$ cat src/rtl/update_sched_pkg.sv
// hft_pkg: shared widths, defaults, state encoding and update record for the update scheduler
package hft_pkg;
   localparam int PRED_WIDTH = 7;
   localparam int WEIGHT_WIDTH = 15;
   localparam int NODE_W = PRED_WIDTH + 1;
   localparam int EDGE_W = WEIGHT_WIDTH + 1;
   localparam int DEF_FIFO_DEPTH = 8;
   localparam int DEF_TIMEOUT = 4096;
   typedef logic [1:0] sched_state_t;
   localparam sched_state_t IDLE = 2'd0;
   localparam sched_state_t START = 2'd1;
   localparam sched_state_t RUN = 2'd2;
   localparam sched_state_t ERR = 2'd3;
   typedef struct packed {
      logic [NODE_W-1:0] src;
      logic [NODE_W-1:0] dst;
      logic [EDGE_W-1:0] e;
   } upd_t;
   function automatic logic [15:0] sat_inc(input logic [15:0] v);
      return (v == 16'hFFFF) ? v : v + 16'd1;
   endfunction
endpackage

$ cat src/rtl/update_sched_if.sv
// update_sched_if: host edge-update handshake bundle
interface update_sched_if;
   import hft_pkg::*;
   logic upd_valid;
   logic upd_ready;
   logic [NODE_W-1:0] upd_src;
   logic [NODE_W-1:0] upd_dst;
   logic [EDGE_W-1:0] upd_e;
   modport master(output upd_valid, upd_src, upd_dst, upd_e, input upd_ready);
   modport slave(input upd_valid, upd_src, upd_dst, upd_e, output upd_ready);
endinterface

$ cat src/rtl/update_sched_fifo.sv
// upd_fifo: synchronous power-of-two FIFO of edge updates with a show-ahead head
module upd_fifo import hft_pkg::*; #(
   parameter int DEPTH = DEF_FIFO_DEPTH
) (
   input  logic clk,
   input  logic reset,
   input  logic push,
   input  logic pop,
   input  upd_t din,
   output upd_t head,
   output logic full,
   output logic empty
);
   localparam int AW = $clog2(DEPTH);
   upd_t mem_q [DEPTH];
   logic [AW-1:0] wr_q, wr_d, rd_q, rd_d;
   logic [AW:0] cnt_q, cnt_d;
   logic do_push, do_pop;
   always_comb begin
      do_push = push && !full;
      do_pop = pop && !empty;
      wr_d = wr_q + AW'(do_push);
      rd_d = rd_q + AW'(do_pop);
      cnt_d = cnt_q + (AW+1)'(do_push) - (AW+1)'(do_pop);
   end
   always_ff @(posedge clk or posedge reset) begin
      if (reset) begin
         wr_q <= '0;
         rd_q <= '0;
         cnt_q <= '0;
      end else begin
         wr_q <= wr_d;
         rd_q <= rd_d;
         cnt_q <= cnt_d;
      end
   end
   always_ff @(posedge clk) if (do_push) mem_q[wr_q] <= din;
   assign head = mem_q[rd_q];
   assign full = cnt_q[AW];
   assign empty = cnt_q == '0;
endmodule

$ cat src/rtl/update_sched.sv
// update_sched: queues host edge updates and issues them one at a time to the container with a hang timeout
module update_sched import hft_pkg::*; #(
   parameter int FIFO_DEPTH = DEF_FIFO_DEPTH,
   parameter int TIMEOUT = DEF_TIMEOUT
) (
   input  logic clk,
   input  logic reset,
   update_sched_if.slave upd,
   output logic container_reset,
   output logic [NODE_W-1:0] u_src,
   output logic [NODE_W-1:0] u_dst,
   output logic [EDGE_W-1:0] u_e,
   input  logic container_done,
   output logic busy,
   output logic err,
   input  logic err_clr,
   output logic [15:0] run_count,
   output logic [15:0] rej_count
);
   localparam int TW = $clog2(TIMEOUT);
   sched_state_t state_q, state_d;
   upd_t cur_q, cur_d, head, upd_in;
   logic [TW-1:0] timer_q, timer_d;
   logic [15:0] run_q, run_d, rej_q, rej_d;
   logic cr_q, cr_d, err_q, err_d;
   logic full, empty, accept, push, pop, timeout;
   upd_fifo #(.DEPTH(FIFO_DEPTH)) u_fifo (
      .clk(clk), .reset(reset), .push(push), .pop(pop), .din(upd_in),
      .head(head), .full(full), .empty(empty)
   );
   assign upd.upd_ready = !full;
   assign upd_in = upd_t'{upd.upd_src, upd.upd_dst, upd.upd_e};
   assign accept = upd.upd_valid && !full;
   assign push = accept && (upd.upd_src != upd.upd_dst);
   assign pop = (state_q == IDLE) && !empty;
   assign timeout = (state_q == RUN) && !container_done && (timer_q == TW'(TIMEOUT - 1));
   always_comb begin
      state_d = state_q;
      cur_d = cur_q;
      timer_d = timer_q;
      run_d = run_q;
      rej_d = (accept && !push) ? sat_inc(rej_q) : rej_q;
      case (state_q)
         IDLE: if (!empty) begin
            cur_d = head;
            state_d = START;
         end
         START: begin
            timer_d = '0;
            state_d = RUN;
         end
         RUN: if (container_done) begin
            run_d = sat_inc(run_q);
            state_d = IDLE;
         end else if (timeout) state_d = ERR;
         else timer_d = timer_q + 1'b1;
         default: if (err_clr) state_d = IDLE;
      endcase
      // one pulse per issue, plus one abort pulse on the way into ERR
      cr_d = (state_d == START) || timeout;
      err_d = timeout ? 1'b1 : (err_clr ? 1'b0 : err_q);
   end
   always_ff @(posedge clk or posedge reset) begin
      if (reset) begin
         state_q <= IDLE;
         cur_q <= '0;
         timer_q <= '0;
         run_q <= '0;
         rej_q <= '0;
         cr_q <= 1'b0;
         err_q <= 1'b0;
      end else begin
         state_q <= state_d;
         cur_q <= cur_d;
         timer_q <= timer_d;
         run_q <= run_d;
         rej_q <= rej_d;
         cr_q <= cr_d;
         err_q <= err_d;
      end
   end
   assign container_reset = cr_q;
   assign u_src = cur_q.src;
   assign u_dst = cur_q.dst;
   assign u_e = cur_q.e;
   assign busy = (state_q != IDLE) || !empty;
   assign err = err_q;
   assign run_count = run_q;
   assign rej_count = rej_q;
endmodule

$ cat src/flat_wrapper.sv
// flat-port wrapper written by rule: the top's interface ports become plain ports
module update_sched_flat import hft_pkg::*;
#(
   parameter int FIFO_DEPTH = DEF_FIFO_DEPTH,
   parameter int TIMEOUT = DEF_TIMEOUT
)
  (clk, reset, container_reset, u_src, u_dst, u_e, container_done, busy, err, err_clr, run_count, rej_count, upd_upd_valid, upd_upd_src, upd_upd_dst, upd_upd_e, upd_upd_ready);
  update_sched_if upd_i ();
  input  logic clk;
  input  logic reset;
  output logic container_reset;
  output logic [NODE_W-1:0] u_src;
  output logic [NODE_W-1:0] u_dst;
  output logic [EDGE_W-1:0] u_e;
  input  logic container_done;
  output logic busy;
  output logic err;
  input  logic err_clr;
  output logic [15:0] run_count;
  output logic [15:0] rej_count;
  input wire logic [$bits(upd_i.upd_valid)-1:0] upd_upd_valid;
  input wire logic [$bits(upd_i.upd_src)-1:0] upd_upd_src;
  input wire logic [$bits(upd_i.upd_dst)-1:0] upd_upd_dst;
  input wire logic [$bits(upd_i.upd_e)-1:0] upd_upd_e;
  output wire logic [$bits(upd_i.upd_ready)-1:0] upd_upd_ready;
  assign upd_i.upd_valid = upd_upd_valid;
  assign upd_i.upd_src = upd_upd_src;
  assign upd_i.upd_dst = upd_upd_dst;
  assign upd_i.upd_e = upd_upd_e;
  assign upd_upd_ready = upd_i.upd_ready;
  update_sched #(.FIFO_DEPTH(FIFO_DEPTH), .TIMEOUT(TIMEOUT)) u_core (.clk(clk), .reset(reset), .upd(upd_i), .container_reset(container_reset), .u_src(u_src), .u_dst(u_dst), .u_e(u_e), .container_done(container_done), .busy(busy), .err(err), .err_clr(err_clr), .run_count(run_count), .rej_count(rej_count));
endmodule
$ cat config.mk
export PLATFORM = sky130hd
export DESIGN_NAME = update_sched_flat
export DESIGN_NICKNAME = d
export VERILOG_FILES = /design/src/rtl/update_sched_pkg.sv /design/src/rtl/update_sched_if.sv /design/src/rtl/update_sched_fifo.sv /design/src/rtl/update_sched.sv /design/src/flat_wrapper.sv
export SDC_FILE = /design/constraint.sdc
export NUM_CORES = 1
export LEC_CHECK = 0
export ABC_AREA = 1
export CORE_UTILIZATION = 53
export DETAILED_ROUTE_END_ITERATION = 12
export PLACE_DENSITY = 0.76
export REMOVE_ABC_BUFFERS = 1
export SLEW_MARGIN = 20
export SYNTH_ARGS = -nofsm -noshare
export SYNTH_HDL_FRONTEND = slang
export SYNTH_SLANG_ARGS = --single-unit
$ cat constraint.sdc
create_clock -name clk -period 3.01 [get_ports clk]
set_input_delay 0.602 -clock clk [delete_from_list [all_inputs] [get_ports clk]]
set_output_delay 0.602 -clock clk [all_outputs]
set_load 0.005 [all_outputs]
==> results_dict.tcl <==
set metrics [dict create \
    status "finished clean" \
    initial_core_util_pct 53.8 \
    final-setup-viol-count 0 \
    drv_cap 0 \
    diodes 0 \
    syn_inst 1400 \
    crit_type "flop to output pin" \
    seq_area_frac_synth_pct 66.6 \
    drt_first_pass_iters 6 \
    nets 1578 \
    post_dp_cell_area_um2 16800 \
    wl_um 32200 \
    critPathMaxFanout 2 \
    peakVddDrop_mv 0.473 \
    finalMaxSlewViolations 0 \
    num_vias 10346 \
    min_to "u_core.u_e[11]" \
    cts_resized 0 \
    reg2reg_slack_ns 0.74 \
    p_leak_nw 7.30 \
    grt.overflow.total 0 \
    reg2reg_to "u_core.u_fifo.cnt_q[2]" \
    antenna_found_initial 0 \
    cts_buffers 36 \
    instances_no_fill 1934 \
    core-area_um2 27700 \
    viasPerCell 5.35 \
    htree_num_levels 2 \
    tns_ns 0 \
    timing.hold.ws_ns 0.474 \
    drtAntennaViolNets 0 \
    drc 0 \
    finalCritPeriodShare_pct 86.0 \
    clk_latency_ns 0.52 \
    period_needed_ns 2.59 \
    max_slew_margin_pct 56.9 \
    min_path_cells 2 \
    dpl.hpwl_um 19400 \
    utilization_pct 65.2 \
    area_growth_pct 21.2 \
    place.gp.congestion 0.858 \
    synth_warnings 0 \
    powerDensity_nw_per_um2 873 \
    cts.sinks 346 \
    track_usage_pct 23.4 \
    skew_ns 0.0252 \
    rows 61 \
    synth.avg_cell_area_um2 10.7 \
    hold_start "u_core.u_e[11]" \
    detail_route.wl_per_cell_um 16.7 \
    synth_top_area_share_pct 51.5 \
    fin_area_um2 18100 \
    ctsRootBufferMaster "clkbuf_16" \
    drive_gt1_share_pct 8.42 \
    port_buffers 104 \
    ys_types 31 \
    cts_setup_buffers 0 \
    worstPathRequired_ns 2.41 \
    place_inst 1868 \
    die_y_um 170 \
    crit_arrival_ns 1.99 \
    cts_buffer_depth 3 \
    synth_top_area_cell "edfxtp_1" \
    drt_iter0_markers 1084 \
    dp_slack_ns -0.0569 \
    ctsHoldBuffers 0 \
    clk_pin_slew_worst_paths_ns 0.06 \
    final_common_cell "nand2_1" \
    reg2reg_from "u_core.u_fifo.cnt_q[3]" \
    grt_max_degree 97 \
    setup_slack_ns 0.420 \
    fmax_ghz 0.386 \
    pin_count 105 \
    worst_slew_pin_slew_ns 0.647 \
    synth_area_leaders "edfxtp_1 (52%), dfrtp_1 (15%), nand2_1 (7.9%)" \
    setup.worst_path.end_class "output pin" \
    rsz0062_at_grt "false" \
    fillers 2051 \
    dieArea_um2 28800 \
    grt_pass1_vias 10272 \
    synth_area_um2 14900 \
    start_kind "flop" \
    die_w_um 170 \
    hold_class "flop to flop" \
    hold_viol 0 \
    worstRegToRegCells 11 \
    cts_tree "done" \
    final_cell_mix "nand2_1 (313), edfxtp_1 (256), inv_1 (187)" \
    grt_pass1_wl_um 52600 \
    ys_seq_elements 346 \
    power_mw 15.8 \
]
==> kinds of logic (layout without fill, tap and decap cells) <==
family | after synthesis | in the layout | synth area share [%]
flops | 346 | 346 | 66.6
buf+inv | 256 | 412 | 6.72
xor+xnor | 28 | 28 | 1.64
simple gates | 545 | 545 | 15.6
compound gates | 212 | 212 | 8.21
fa+ha+maj | 13 | 13 | 1.14
==> where the power goes <==
part | internal [mW] | switching [mW]
clock | 2.82 | 1.79
sequential | 5.88 | 0.531
combinational | 1.88 | 2.89
total | 10.6 | 5.21
==> registers in the layout, indices dropped and copies added, names as in the netlist <==
| name | cells |
|---|---|
| u_core.u_e | 16 |
| u_core.u_src | 8 |
| u_core.u_fifo.wr_q | 3 |
| u_core.container_reset | 1 |
| u_core.run_count | 16 |
| u_core.err | 1 |
| u_core.u_fifo.rd_q | 3 |
| u_core.state_q | 2 |
| u_core.timer_q | 12 |
| u_core.u_fifo.cnt_q | 4 |
| u_core.u_fifo.mem_q | 256 |
| u_core.rej_count | 16 |
| u_core.u_dst | 8 |
==> metal layers <==
metal  global-route usage [%]  wire [um]  up-vias
li1                         -          -     4984
met1                     30.7      13400     4992
met2                     40.0      16300      310
met3                     2.99       1750       60
met4                     8.38        843        0
met5                        0          0        -
==> synth_stat cells, drive strengths merged <==
master    n
a21oi    66
and2      1
buf      26
clkbuf   36
dfrtp    90
edfxtp  256
fa        1
ha       12
inv     194
nand2   316
nand3   147
nand4    12
nor2     60
nor3      9
o211ai   64
o21ai    81
o21bai    1
xnor2    16
xor2     12
==> worst max-delay path: stages, from the launching register on <==
cell,delay [ns]
dfrtp_1,0.38
inv_1,0.09
ha_1,0.15
nand2_1,0.05
nor2_1,0.26
nand2_1,0.09
clkdlybuf4s50_1,0.45
==> cell type report <==
class	count	area [um^2]	share of cell area, %
clock buffer	49	1020	5.66
timing repair buffer	152	1640	9.07
tap	378	473	2.62
sequential	346	9950	55.0
clock inverter	17	218	1.20
inverter	194	733	4.06
multi-input combinational	798	4040	22.3
==> worst max path at each step <==
stage | startpoint | slack, ns | cells after the start | end
3_3_place_gp | upd_upd_src[1] | 0.07 | 14 | u_core.u_fifo.cnt_q[1]
3_5_place_dp | upd_upd_src[1] | -0.06 | 13 | u_core.u_fifo.cnt_q[2]
4_1_cts | u_core.u_fifo.cnt_q[3] | 0.37 | 6 | busy
6_report | u_core.u_fifo.cnt_q[3] | 0.42 | 6 | busy
5_1_grt | u_core.u_fifo.cnt_q[3] | 0.27 | 6 | busy
2_1_floorplan | u_core.u_fifo.rd_q[0] | -1.72 | 3 | u_core.u_fifo.rd_q[2]
No activity file was read; power rests on OpenSTA's default activity.
